--- src/rtl/fetch_pc_unit.sv ---
// rtl/fetch_pc_unit.sv - IF-stage PC generator, IF/ID pipeline register, fault trap and counters
module fetch_pc_unit #(
  parameter logic [31:0] RESET_PC = 32'h0000_0000
) (
  input  logic        clk,
  input  logic        rst_n,
  input  logic        stall_f,
  input  logic        stall_d,
  input  logic        flush_d,
  input  logic        redirect_valid,
  input  logic [31:0] redirect_pc,
  input  logic        btb_hit,
  input  logic [31:0] pred_target,
  input  logic [31:0] instr_f,
  output logic [31:0] pc_f,
  output logic        valid_d,
  output logic [31:0] pc_d,
  output logic [31:0] instr_d,
  output logic        pred_taken_d,
  output logic [31:0] pred_target_d,
  output logic        fault,
  output logic [31:0] fault_pc,
  output logic [31:0] redirect_cnt,
  output logic [31:0] pred_cnt
);

  typedef enum logic {
    ST_RUN   = 1'b0,
    ST_FAULT = 1'b1
  } state_t;

  state_t      state_q, state_d;
  logic [31:0] pc_f_q, pc_f_d;
  logic [31:0] fault_pc_q, fault_pc_d;
  logic        valid_d_q, valid_d_d;
  logic [31:0] pc_d_q, pc_d_d;
  logic [31:0] instr_d_q, instr_d_d;
  logic        pred_taken_d_q, pred_taken_d_d;
  logic [31:0] pred_target_d_q, pred_target_d_d;
  logic [31:0] redirect_cnt_q, redirect_cnt_d;
  logic [31:0] pred_cnt_q, pred_cnt_d;

  logic        redirect_aligned;
  logic        redirect_misaligned;
  logic        fetch_valid;
  logic [31:0] btb_target;
  logic [31:0] pc_plus4;

  assign redirect_aligned    = redirect_valid && (redirect_pc[1:0] == 2'b00);
  assign redirect_misaligned = redirect_valid && (redirect_pc[1:0] != 2'b00);
  assign fetch_valid         = (state_q == ST_RUN);
  assign btb_target          = {pred_target[31:2], 2'b00};
  assign pc_plus4            = pc_f_q + 32'd4;

  // FSM next state: a misaligned redirect traps, an aligned one releases the trap
  always_comb begin
    state_d    = state_q;
    fault_pc_d = fault_pc_q;
    case (state_q)
      ST_RUN: begin
        if (redirect_misaligned) begin
          state_d    = ST_FAULT;
          fault_pc_d = redirect_pc;
        end
      end
      ST_FAULT: begin
        if (redirect_aligned) begin
          state_d = ST_RUN;
        end
      end
      default: state_d = ST_RUN;
    endcase
  end

  // Next fetch PC: aligned redirect beats stall, stall/fault hold, then BTB, then sequential
  always_comb begin
    pc_f_d = pc_f_q;
    if (redirect_aligned) begin
      pc_f_d = redirect_pc;
    end else if (stall_f || redirect_valid || (state_q == ST_FAULT)) begin
      pc_f_d = pc_f_q;
    end else if (btb_hit) begin
      pc_f_d = btb_target;
    end else begin
      pc_f_d = pc_plus4;
    end
  end

  // IF/ID next contents and performance counters
  always_comb begin
    valid_d_d       = valid_d_q;
    pc_d_d          = pc_d_q;
    instr_d_d       = instr_d_q;
    pred_taken_d_d  = pred_taken_d_q;
    pred_target_d_d = pred_target_d_q;
    pred_cnt_d      = pred_cnt_q;
    redirect_cnt_d  = redirect_valid ? redirect_cnt_q + 32'd1 : redirect_cnt_q;
    if (flush_d || redirect_valid) begin
      // Bubble only kills the valid/prediction bits; payload is don't-care
      valid_d_d      = 1'b0;
      pred_taken_d_d = 1'b0;
    end else if (!stall_d) begin
      valid_d_d       = fetch_valid;
      pc_d_d          = pc_f_q;
      instr_d_d       = instr_f;
      pred_taken_d_d  = btb_hit && fetch_valid;
      pred_target_d_d = btb_hit ? btb_target : pc_plus4;
      if (btb_hit && fetch_valid) begin
        pred_cnt_d = pred_cnt_q + 32'd1;
      end
    end
  end

  // State registers with synchronous active-low reset
  always_ff @(posedge clk) begin
    if (!rst_n) begin
      state_q         <= ST_RUN;
      pc_f_q          <= RESET_PC;
      fault_pc_q      <= 32'd0;
      valid_d_q       <= 1'b0;
      pc_d_q          <= 32'd0;
      instr_d_q       <= 32'd0;
      pred_taken_d_q  <= 1'b0;
      pred_target_d_q <= 32'd0;
      redirect_cnt_q  <= 32'd0;
      pred_cnt_q      <= 32'd0;
    end else begin
      state_q         <= state_d;
      pc_f_q          <= pc_f_d;
      fault_pc_q      <= fault_pc_d;
      valid_d_q       <= valid_d_d;
      pc_d_q          <= pc_d_d;
      instr_d_q       <= instr_d_d;
      pred_taken_d_q  <= pred_taken_d_d;
      pred_target_d_q <= pred_target_d_d;
      redirect_cnt_q  <= redirect_cnt_d;
      pred_cnt_q      <= pred_cnt_d;
    end
  end

  assign pc_f          = pc_f_q;
  assign valid_d       = valid_d_q;
  assign pc_d          = pc_d_q;
  assign instr_d       = instr_d_q;
  assign pred_taken_d  = pred_taken_d_q;
  assign pred_target_d = pred_target_d_q;
  assign fault         = (state_q == ST_FAULT);
  assign fault_pc      = fault_pc_q;
  assign redirect_cnt  = redirect_cnt_q;
  assign pred_cnt      = pred_cnt_q;

endmodule

--- config.mk ---
export PLATFORM = sky130hd
export DESIGN_NAME = fetch_pc_unit
export DESIGN_NICKNAME = d
export VERILOG_FILES = /design/src/rtl/fetch_pc_unit.sv
export SDC_FILE = /design/constraint.sdc
export NUM_CORES = 1
export LEC_CHECK = 0
export CAP_MARGIN = 5
export CORE_MARGIN = 5
export CORE_UTILIZATION = 60
export DETAILED_ROUTE_END_ITERATION = 8
export DONT_BUFFER_PORTS = 1
export GPL_TIMING_DRIVEN = 0
export PLACE_DENSITY = 0.79
export SLEW_MARGIN = 40
export SYNTH_ARGS = -nofsm -noshare
export SYNTH_HDL_FRONTEND = slang
export SYNTH_SLANG_ARGS = --single-unit
--- constraint.sdc ---
create_clock -name clk -period 3 [get_ports clk]
set_input_delay 0.9 -clock clk [delete_from_list [all_inputs] [get_ports clk]]
set_output_delay 0.9 -clock clk [all_outputs]
set_load 0.01 [all_outputs]
==> results of run 1 <==
-- power by group through the flow --
stage          sequential [mW]  combinational [mW]  clock [mW]
4_1_cts                   3.25               0.412        2.86
3_3_place_gp              3.32               0.401           0
5_1_grt                   3.26               0.464        3.00
3_5_place_dp              3.32               0.410           0
6_report                  3.25               0.419        2.83
2_1_floorplan             3.27               0.290           0
-- state kept, by name, indices dropped and copies added, names as in the netlist, named ones only --
signal,cells
redirect_cnt,32
pc_d,32
valid_d,1
pc_f,32
pred_taken_d,1
pred_cnt,32
instr_d,32
fault_pc,32
pred_target_d,32
-- cell usage after synthesis, types with 11 or more instances --
cell        n
a22oi_1    23
a21oi_1   137
inv_1      14
nor2_1     72
or3_1      13
o22ai_1    11
and4_1     15
and3_1     13
nand2_1   261
xor2_1     16
nand4_1    21
nand3_1    48
xnor2_1    38
nor3_1     24
o21ai_0    46
a31oi_1    13
nor4_1     19
dfxtp_1   227
clkbuf_1   73
-- metrics by stage --
stage / utilization / setup TNS, ns / std cells
floorplan: - / 0 / 1205
global placement: 0.6272 / -1.613 / 1421
detailed placement: 0.6272 / -3.875 / 1421
CTS: 0.6745 / 0 / 1464
global route: 0.6755 / 0 / 1465
finish: 0.6758 / 0 / 1467
-- worst register-to-register path, stage by stage, from the launching register on --
cell,delay (ns)
dfxtp_1,0.59
ha_1,0.35
nand2_1,0.16
or4_4,0.59
and3_1,0.20
a2111oi_1,0.49
o22ai_1,0.16
-- worst min-delay path by stage --
stage                     startpoint  slack (ns)          endpoint
global placement        fault_pc[21]        0.49      fault_pc[21]
global route         redirect_pc[21]        0.51      fault_pc[21]
floorplan           pred_target_d[0]        0.48  pred_target_d[0]
CTS                  redirect_pc[26]        0.51      fault_pc[26]
detailed placement          pc_d[22]        0.50          pc_d[22]
finish                  fault_pc[27]        0.50      fault_pc[27]
-- area by class of cell --
type / instances / area [um2]
multi-input cells: 878 / 4778
fillers: 1361 / 5150
well taps: 216 / 270.3
plain buffers: 86 / 330.3
diodes: 3 / 7.507
inverters: 14 / 52.55
clock buffers: 38 / 724.4
flip-flops and latches: 227 / 4544
clock inverters: 5 / 27.53
-- metal layers --
| metal | global-route usage | wire length (um) | share of wire | vias up |
|---|---|---|---|---|
| met4 | 0.1353 | 1417 | 0.043 | 0 |
| met3 | 0.1349 | 4360 | 0.13 | 108 |
| met5 | 0 | 0 | 0 | - |
| met2 | 0.5578 | 15400 | 0.46 | 544 |
| met1 | 0.4082 | 12110 | 0.36 | 4295 |
| li1 | - | - | - | 4285 |
-- cell families after synthesis --
group	Yosys count	share of synthesized area
mux	4	0.004131
buf+inv	100	0.03950
flops	227	0.4688
compound gates	281	0.1708
fa+ha+maj	3	0.003873
simple gates	536	0.2641
xor+xnor	54	0.04879
==> impl_metrics.toml, run 1 <==
[power_and_ir_drop]
leakage_nw = 3.512
power_switching_mw = 1.625
p_clk_frac = 0.435
finalPower_mw = 6.502
ir_worst_vdd_mv = 0.4961
p_int_mw = 4.877
pwr-share-seq = 0.501
power_frac_comb = 0.064
switching_share = 0.2499
p_per_area_nw_per_um2 = 605.6

[yosys]
synth_top_cell_area_share = 0.4688
synth_warnings = 0
synthArstFlopShare = 0
synth_area_leaders = "dfxtp_1 (47%), nand2_1 (10%), a21oi_1 (7.1%)"
synthesis.nets = 1311
synth_enable_flop_cells = 0
ys_ff_latch = 227
synthFlopType = "dfxtp_1"
syn_area_um2 = 9693
synth_top_area_cell = "dfxtp_1"
syn-mean-instance-area_um2 = 8.044
ys_seq_area_frac = 0.4688
synth.distinct_cells = 61
synthCells = 1205

[final_layout]
layout_common_cells = "nand2_1 (261), dfxtp_1 (227), a21oi_1 (137), clkbuf_1 (81), nor2_1 (72)"
drive_above_1_share = 0.04647
syn2layout_area_growth_pct = 10.75
fin_nets = 1337
mostFrequentLayoutCell = "nand2_1"
final_area_um2 = 10740

[worst_setup_path]
critPathTopFamily = "simple AND/OR/NAND/NOR gates"
crit_buf_inv = 0
max_stage_delay_ns = 0.59
worstPathArrival_ns = 3.04
critical_path_peak_fanout = 9
worstPathRequired_ns = 3.37
cp-endpoint = "pc_f[18]"
rrSetupSlack_ns = 0.33
crit_path_cell_trace = "ha_1, nand2_1, or4_4, and3_1, a2111oi_1, o22ai_1"
critPathSlowestCell = "dfxtp_1"
cp.depth = 6
worstSetupPathType = "register to register"
cp-start-kind = "register"
r2r_start = "pc_f[2]"
crit_start = "pc_f[2]"
endpoint_kind = "register"
regToRegEndpoint = "pc_f[18]"
reg2reg_depth = 6

[floorplan]
io_pins = 330
rows = 46
fp.dieH_um = 137.1
dieArea_um2 = 18800
coreArea_um2 = 15890
start_util = 0.6102
die_w_um = 137.1

[route]
first_pass_iters = 7
vias_per_cell = 6.293
drc = 0
drt_wl_total_um = 33290
antenna_left = 0
routedWlPerCell_um = 22.69
vias = 9232
drt_first_iter_violations = 881

[clock_tree]
cts-resized-gates = 0
path_clk_slew_ns = 0.06
post_cts_buffers = 0
cts_root_buffer = "clkbuf_16"
hold_buffers = 0
numCtsBuffers = 24
htree_levels = 1
cts_buffer_depth = 3
cts_tree = "done"
cts_sinks = 227
clk-insertion-delay-late_ns = 0.51

[sta]
slew_viol_final = 0
finalCritPeriodShare = 0.8899
worst_pin_slew_ns = 0.8403
setup_viol = 0
rsz0062_at_grt = "no"
relSlewSlack = 0.4398
fmax_mhz = 374.6
final_hold_viol_count = 0
finClkSkew_ns = 0.01103
post-route-min-period_ns = 2.670
fin_ws_ns = 0.3304
hold_ws_ns = 0.5033

[grt]
grt_pass1_vias = 8940
grt_pass1_wl_um = 50690
grt_start_max_net_pins = 14
grt-ovfl-total = 0
antenna_found_initial = 1
track_usage = 0.3434

[placement]
io_buffers = 0
place_hpwl_um = 24560
place_area_um2 = 9963
gp_congestion = 0.9763
dpl_worst_slack_ns = -0.1396

[flow_run]
maxCapViolCount = 0

[worst_hold_path]
hold_depth = 2
hold_path_class = "register to register"

[outcome]
status = "finished, final reports clean"
No activity file was read; power rests on OpenSTA's default activity.
==> run 2: changes to the inputs <==
- CORE_UTILIZATION: 60 -> 46
- DONT_BUFFER_PORTS: 1 -> unset
- PLACE_DENSITY: 0.79 -> 0.84
==> run 2 against run 1 <==
Compared with the run above: sequential power is 2% lower; flip-flop and latch count stayed put; largest power group unchanged; worst setup slack worse by 0.23 ns; clock power is 6% higher; critical path type is now input port to register; maximum frequency is 7.9% lower; first-iteration DRC count is 22% lower; sequential share of layout area is 10 points lower; non-clock buffer count is 326 higher.
==> impl_metrics.toml, run 2 (synthesis results as in run 1) <==
[route]
drt_wl_total_um = 37900
drt_first_iter_violations = 691
first_pass_iters = 5
vias_per_cell = 5.749
drc = 0
antenna_left = 0
routedWlPerCell_um = 20.50
vias = 10630

[floorplan]
rows = 53
fp.dieH_um = 155.2
io_pins = 330
dieArea_um2 = 24070
die_w_um = 155.2
coreArea_um2 = 20890
start_util = 0.4640

[clock_tree]
cts_buffer_depth = 3
cts_tree = "done"
path_clk_slew_ns = 0.06
cts_sinks = 227
post_cts_buffers = 0
cts_root_buffer = "clkbuf_16"
clk-insertion-delay-late_ns = 0.52
numCtsBuffers = 25
hold_buffers = 0
htree_levels = 1

[sta]
hold_ws_ns = 0.4542
rsz0062_at_grt = "no"
post-route-min-period_ns = 2.899
fin_ws_ns = 0.1015
finClkSkew_ns = 0.01234
worst_pin_slew_ns = 0.8040
fmax_mhz = 345.0
tns_ns = 0
finalCritPeriodShare = 0.9662
setup_viol = 0
slew_viol_final = 0
relSlewSlack = 0.4591
final_hold_viol_count = 0

[grt]
grt_pass1_vias = 10380
track_usage = 0.3022
grtUsageMet1 = 0.3770
gr-max-usage-layer = "met2"
use_met3 = 0.07677
use_met2 = 0.4949
grt_pass1_wl_um = 58210
grt-ovfl-total = 0
antenna_found_initial = 2
grt_start_max_net_pins = 13

[final_layout]
mostFrequentLayoutCell = "clkdlybuf4s50_1"
drive_above_1_share = 0.04387
syn2layout_area_growth_pct = 45.66
final_cell_count_no_fill = 1849
fin_nets = 1664
n_fill_cell = 1747
layout_common_cells = "clkdlybuf4s50_1 (326), nand2_1 (261), dfxtp_1 (227), a21oi_1 (137), clkbuf_1 (72)"

[power_and_ir_drop]
switching_share = 0.2479
p_per_area_nw_per_um2 = 496.2
p_clk_frac = 0.430
p_int_mw = 5.268
leakage_nw = 4.733
finalPower_mw = 7.005
power_frac_comb = 0.115
pwr-share-seq = 0.455
ir_worst_vdd_mv = 0.4308
power_switching_mw = 1.737

[worst_setup_path]
worstPathRequired_ns = 3.37
endpoint_kind = "register"
cp-start-kind = "input port"
worstSetupPathType = "input port to register"
worstPathArrival_ns = 3.27
critical_path_peak_fanout = 10

[placement]
post-place-cells = 1806
place_hpwl_um = 27970
gp_congestion = 0.9379
dpl_worst_slack_ns = -0.6968
io_buffers = 326

[outcome]
status = "finished, final reports clean"

[flow_run]
maxCapViolCount = 0

[worst_hold_path]
hold_path_class = "register to register"
## run 2: cell types whose count changed in the layout (fill, tap and decap cells not counted), moves of 2 or more
cell,delta
buf_2,+2
clkbuf_2,+8
diode_2,-2
clkbuf_1,-9
buf_1,-3
bufinv_16,+2
clkdlybuf4s50_1,+326
## run 2: cell type report
type	count	area (um2)	area share
multi-input combinational	878	4781	0.3386
antenna	1	2.502	0.0001772
clock buffer	35	703.2	0.04981
buffer	86	342.8	0.02428
tap	275	344.1	0.02437
inverter	14	52.55	0.003722
sequential	227	4544	0.3219
timing repair buffer	326	3263	0.2311
clock inverter	7	85.08	0.006026
## run 2: worst max-delay path, stage by stage
cell	delay (ns)
clkdlybuf4s50_1	0.61
clkbuf_2	0.32
clkbuf_2	0.36
buf_1	0.54
nor2_1	0.26
o21ai_0	0.17
a21oi_1	0.10
## run 2: layer usage
layer / part of all wire / wire, um
met1: 0.39 / 14880
met2: 0.46 / 17340
met3: 0.094 / 3575
met4: 0.055 / 2095
met5: 0.00026 / 10
## run 2: path summary, 6_finish.rpt
path	cells after the start	startpoint	slack, ns	end
setup / recovery	7	btb_hit	0.10	pc_f[26]
hold / removal	2	pc_d[18]	0.45	pc_d[18]
setup reg to reg	6	pc_f[2]	0.39	pc_f[18]
hold reg to reg	2	pc_d[18]	0.45	pc_d[18]
## run 2: repair_timing
item                       4_1_cts  5_1_grt
gates cloned                     0        0
gates resized for setup          8        7
setup endpoints to repair       64       66
## run 2: metrics by stage
stage,instance area [um2],utilization
3_3_place_gp,13300,0.6367
5_1_grt,14120,0.6759
6_report,14120,0.6759
3_5_place_dp,13310,0.6370
4_1_cts,14110,0.6755
2_1_floorplan,9693,-
## run 2: power groups by stage
stage	clock network, mW	registers (mW)	logic (mW)
floorplan	0	3.27	0.290
global placement	0	3.24	0.779
detailed placement	0	3.25	0.790
CTS	3.03	3.18	0.799
global route	3.16	3.20	0.860
finish	3.01	3.19	0.807
==> run 3: changes to the inputs <==
- GPL_ROUTABILITY_DRIVEN: unset -> 0
==> run 3 against run 2 <==
Compared with the run above: power rose by 0.63%; combinational power about the same; worst hold slack worse by 0.00056 ns; clock power is 1% higher; first-iteration DRC count rose by 44%; cell area up 0.15%; utilization is 0.10 points higher; worst setup slack improved by 0.026 ns; flip-flop and latch count unchanged; clock skew grew 0.0029 ns; critical path depth is 1 lower.
==> impl_metrics.toml, run 3 (synthesis results as in run 1) <==
[sta]
setup_viol = 0
slew_viol_final = 0
rsz0062_at_grt = "no"
finalCritPeriodShare = 0.9577
finClkSkew_ns = 0.01522
final_hold_viol_count = 0
relSlewSlack = 0.4477
post-route-min-period_ns = 2.873
worst_pin_slew_ns = 0.8285
fmax_mhz = 348.1

[grt]
antenna_found_initial = 2
grt_start_max_net_pins = 14
grt_pass1_vias = 10450
track_usage = 0.3030
grt_pass1_wl_um = 58260
grt-ovfl-total = 0

[power_and_ir_drop]
p_per_area_nw_per_um2 = 498.6
ir_worst_vdd_mv = 0.4018
leakage_nw = 4.759
finalPower_mw = 7.049

[worst_setup_path]
cp_common_cell = "clkbuf_1"
worstPathArrival_ns = 3.31
rrSetupSlack_ns = 0.35
crit_path_cell_trace = "clkdlybuf4s50_1, clkbuf_2, clkbuf_1, clkbuf_1, a32oi_1, a31oi_1"
critPathSlowestCell = "clkdlybuf4s50_1"
max_stage_delay_ns = 0.59
cp-start-kind = "input port"
reg2reg_depth = 6
critical_path_peak_fanout = 10
worstPathRequired_ns = 3.44
endpoint_kind = "register"
r2r_start = "pc_f[2]"
worstSetupPathType = "input port to register"
regToRegEndpoint = "pc_f[18]"
crit_start = "btb_hit"

[clock_tree]
cts_tree = "done"
numCtsBuffers = 25
path_clk_slew_ns = 0.06
htree_levels = 1
clk-insertion-delay-late_ns = 0.52
cts_buffer_depth = 3
post_cts_buffers = 0
cts_root_buffer = "clkbuf_16"
cts_sinks = 227
hold_buffers = 0

[worst_hold_path]
hold_path_class = "register to register"
min_to = "pc_d[27]"
min_from = "pc_d[27]"
hold_depth = 2

[route]
drc = 0
vias_per_cell = 5.809
antenna_left = 0
drt_wl_total_um = 38530
routedWlPerCell_um = 20.81
first_pass_iters = 6
vias = 10760
drt_first_iter_violations = 992

[floorplan]
io_pins = 330
dieArea_um2 = 24070
fp.dieH_um = 155.2
coreArea_um2 = 20890
die_w_um = 155.2
rows = 53
start_util = 0.4640

[final_layout]
final_cell_count_no_fill = 1852
fin_nets = 1663
fin_util = 0.6769
mostFrequentLayoutCell = "clkdlybuf4s50_1"
layout_common_cells = "clkdlybuf4s50_1 (326), nand2_1 (261), dfxtp_1 (227), a21oi_1 (137), nor2_1 (71)"
syn2layout_area_growth_pct = 45.88
n_fill_cell = 1725
drive_above_1_share = 0.04889

[placement]
post-place-cells = 1806
io_buffers = 326
place_hpwl_um = 27890

[flow_run]
maxCapViolCount = 0

[outcome]
status = "finished, final reports clean"
run 3: changes by cell type in the layout (fill, tap and decap cells not counted), sizes merged:
cell | before | now
buf | 10 | 8
bufinv | 2 | 1
clkbuf | 111 | 112
clkinv | 5 | 9
diode | 1 | 2
run 3: worst max path at each step:
stage / to / slack, ns / depth (start not counted)
final: pc_f[16] / 0.13 / 6
after global routing: pc_d[13] / 0.005 / 7
after CTS: fault_pc[22] / 0.01 / 7
after detailed placement: pc_d[13] / -0.88 / 7
after global placement: pc_d[17] / -0.79 / 7
after floorplan: pred_cnt[29] / 0.47 / 6
run 3: final cells by class:
cell class / count / area (um2) / area share
Antenna cell: 2 / 5.005 / 0.0003540
Timing Repair Buffer: 326 / 3263 / 0.2308
Inverter: 14 / 52.55 / 0.003716
Tap cell: 275 / 344.1 / 0.02433
Buffer: 85 / 341.6 / 0.02416
Clock buffer: 35 / 733.2 / 0.05185
Clock inverter: 10 / 75.07 / 0.005309
Sequential cell: 227 / 4544 / 0.3214
Multi-Input combinational cell: 878 / 4781 / 0.3381
run 3: metal layers:
metal,part of all wire,GRT usage,wire (um),vias up
li1,-,-,-,4944
met1,0.39,0.3715,14920,5080
met2,0.46,0.5042,17910,610
met3,0.11,0.08707,4074,123
met4,0.042,0.1173,1614,2
met5,0.00034,0,13,-
run 3: metrics by stage:
step | setup slack (ns) | hold WS, ns | TNS [ns] | area, um2
final | 0.1270 | 0.4536 | 0 | 14140
after global routing | 0.005267 | 0.4708 | 0 | 14140
after CTS | 0.01238 | 0.4532 | 0 | 14130
after detailed placement | -0.8752 | 0.4447 | -74.83 | 13310
after global placement | -0.7949 | 0.4410 | -68.34 | 13300
after floorplan | 0.4727 | 0.4761 | 0 | 9693
run 3: repair_timing:
action	CTS	global route
cloned	0	0
setup endpoints to repair	68	85
resized for setup	6	13
run 3: report_power, final:
| part | leakage, nW | total, mW | internal [mW] | switching, mW |
|---|---|---|---|---|
| clock network | 0.411 | 3.05 | 1.78 | 1.27 |
| registers | 1.84 | 3.19 | 3.10 | 0.0852 |
| logic | 2.51 | 0.808 | 0.375 | 0.433 |
run 3: critical path, delay by kind of cell:
| family | cells | cell delay [ns] |
|---|---|---|
| buf+inv | 4 | 2.01 |
| compound gates | 2 | 0.39 |
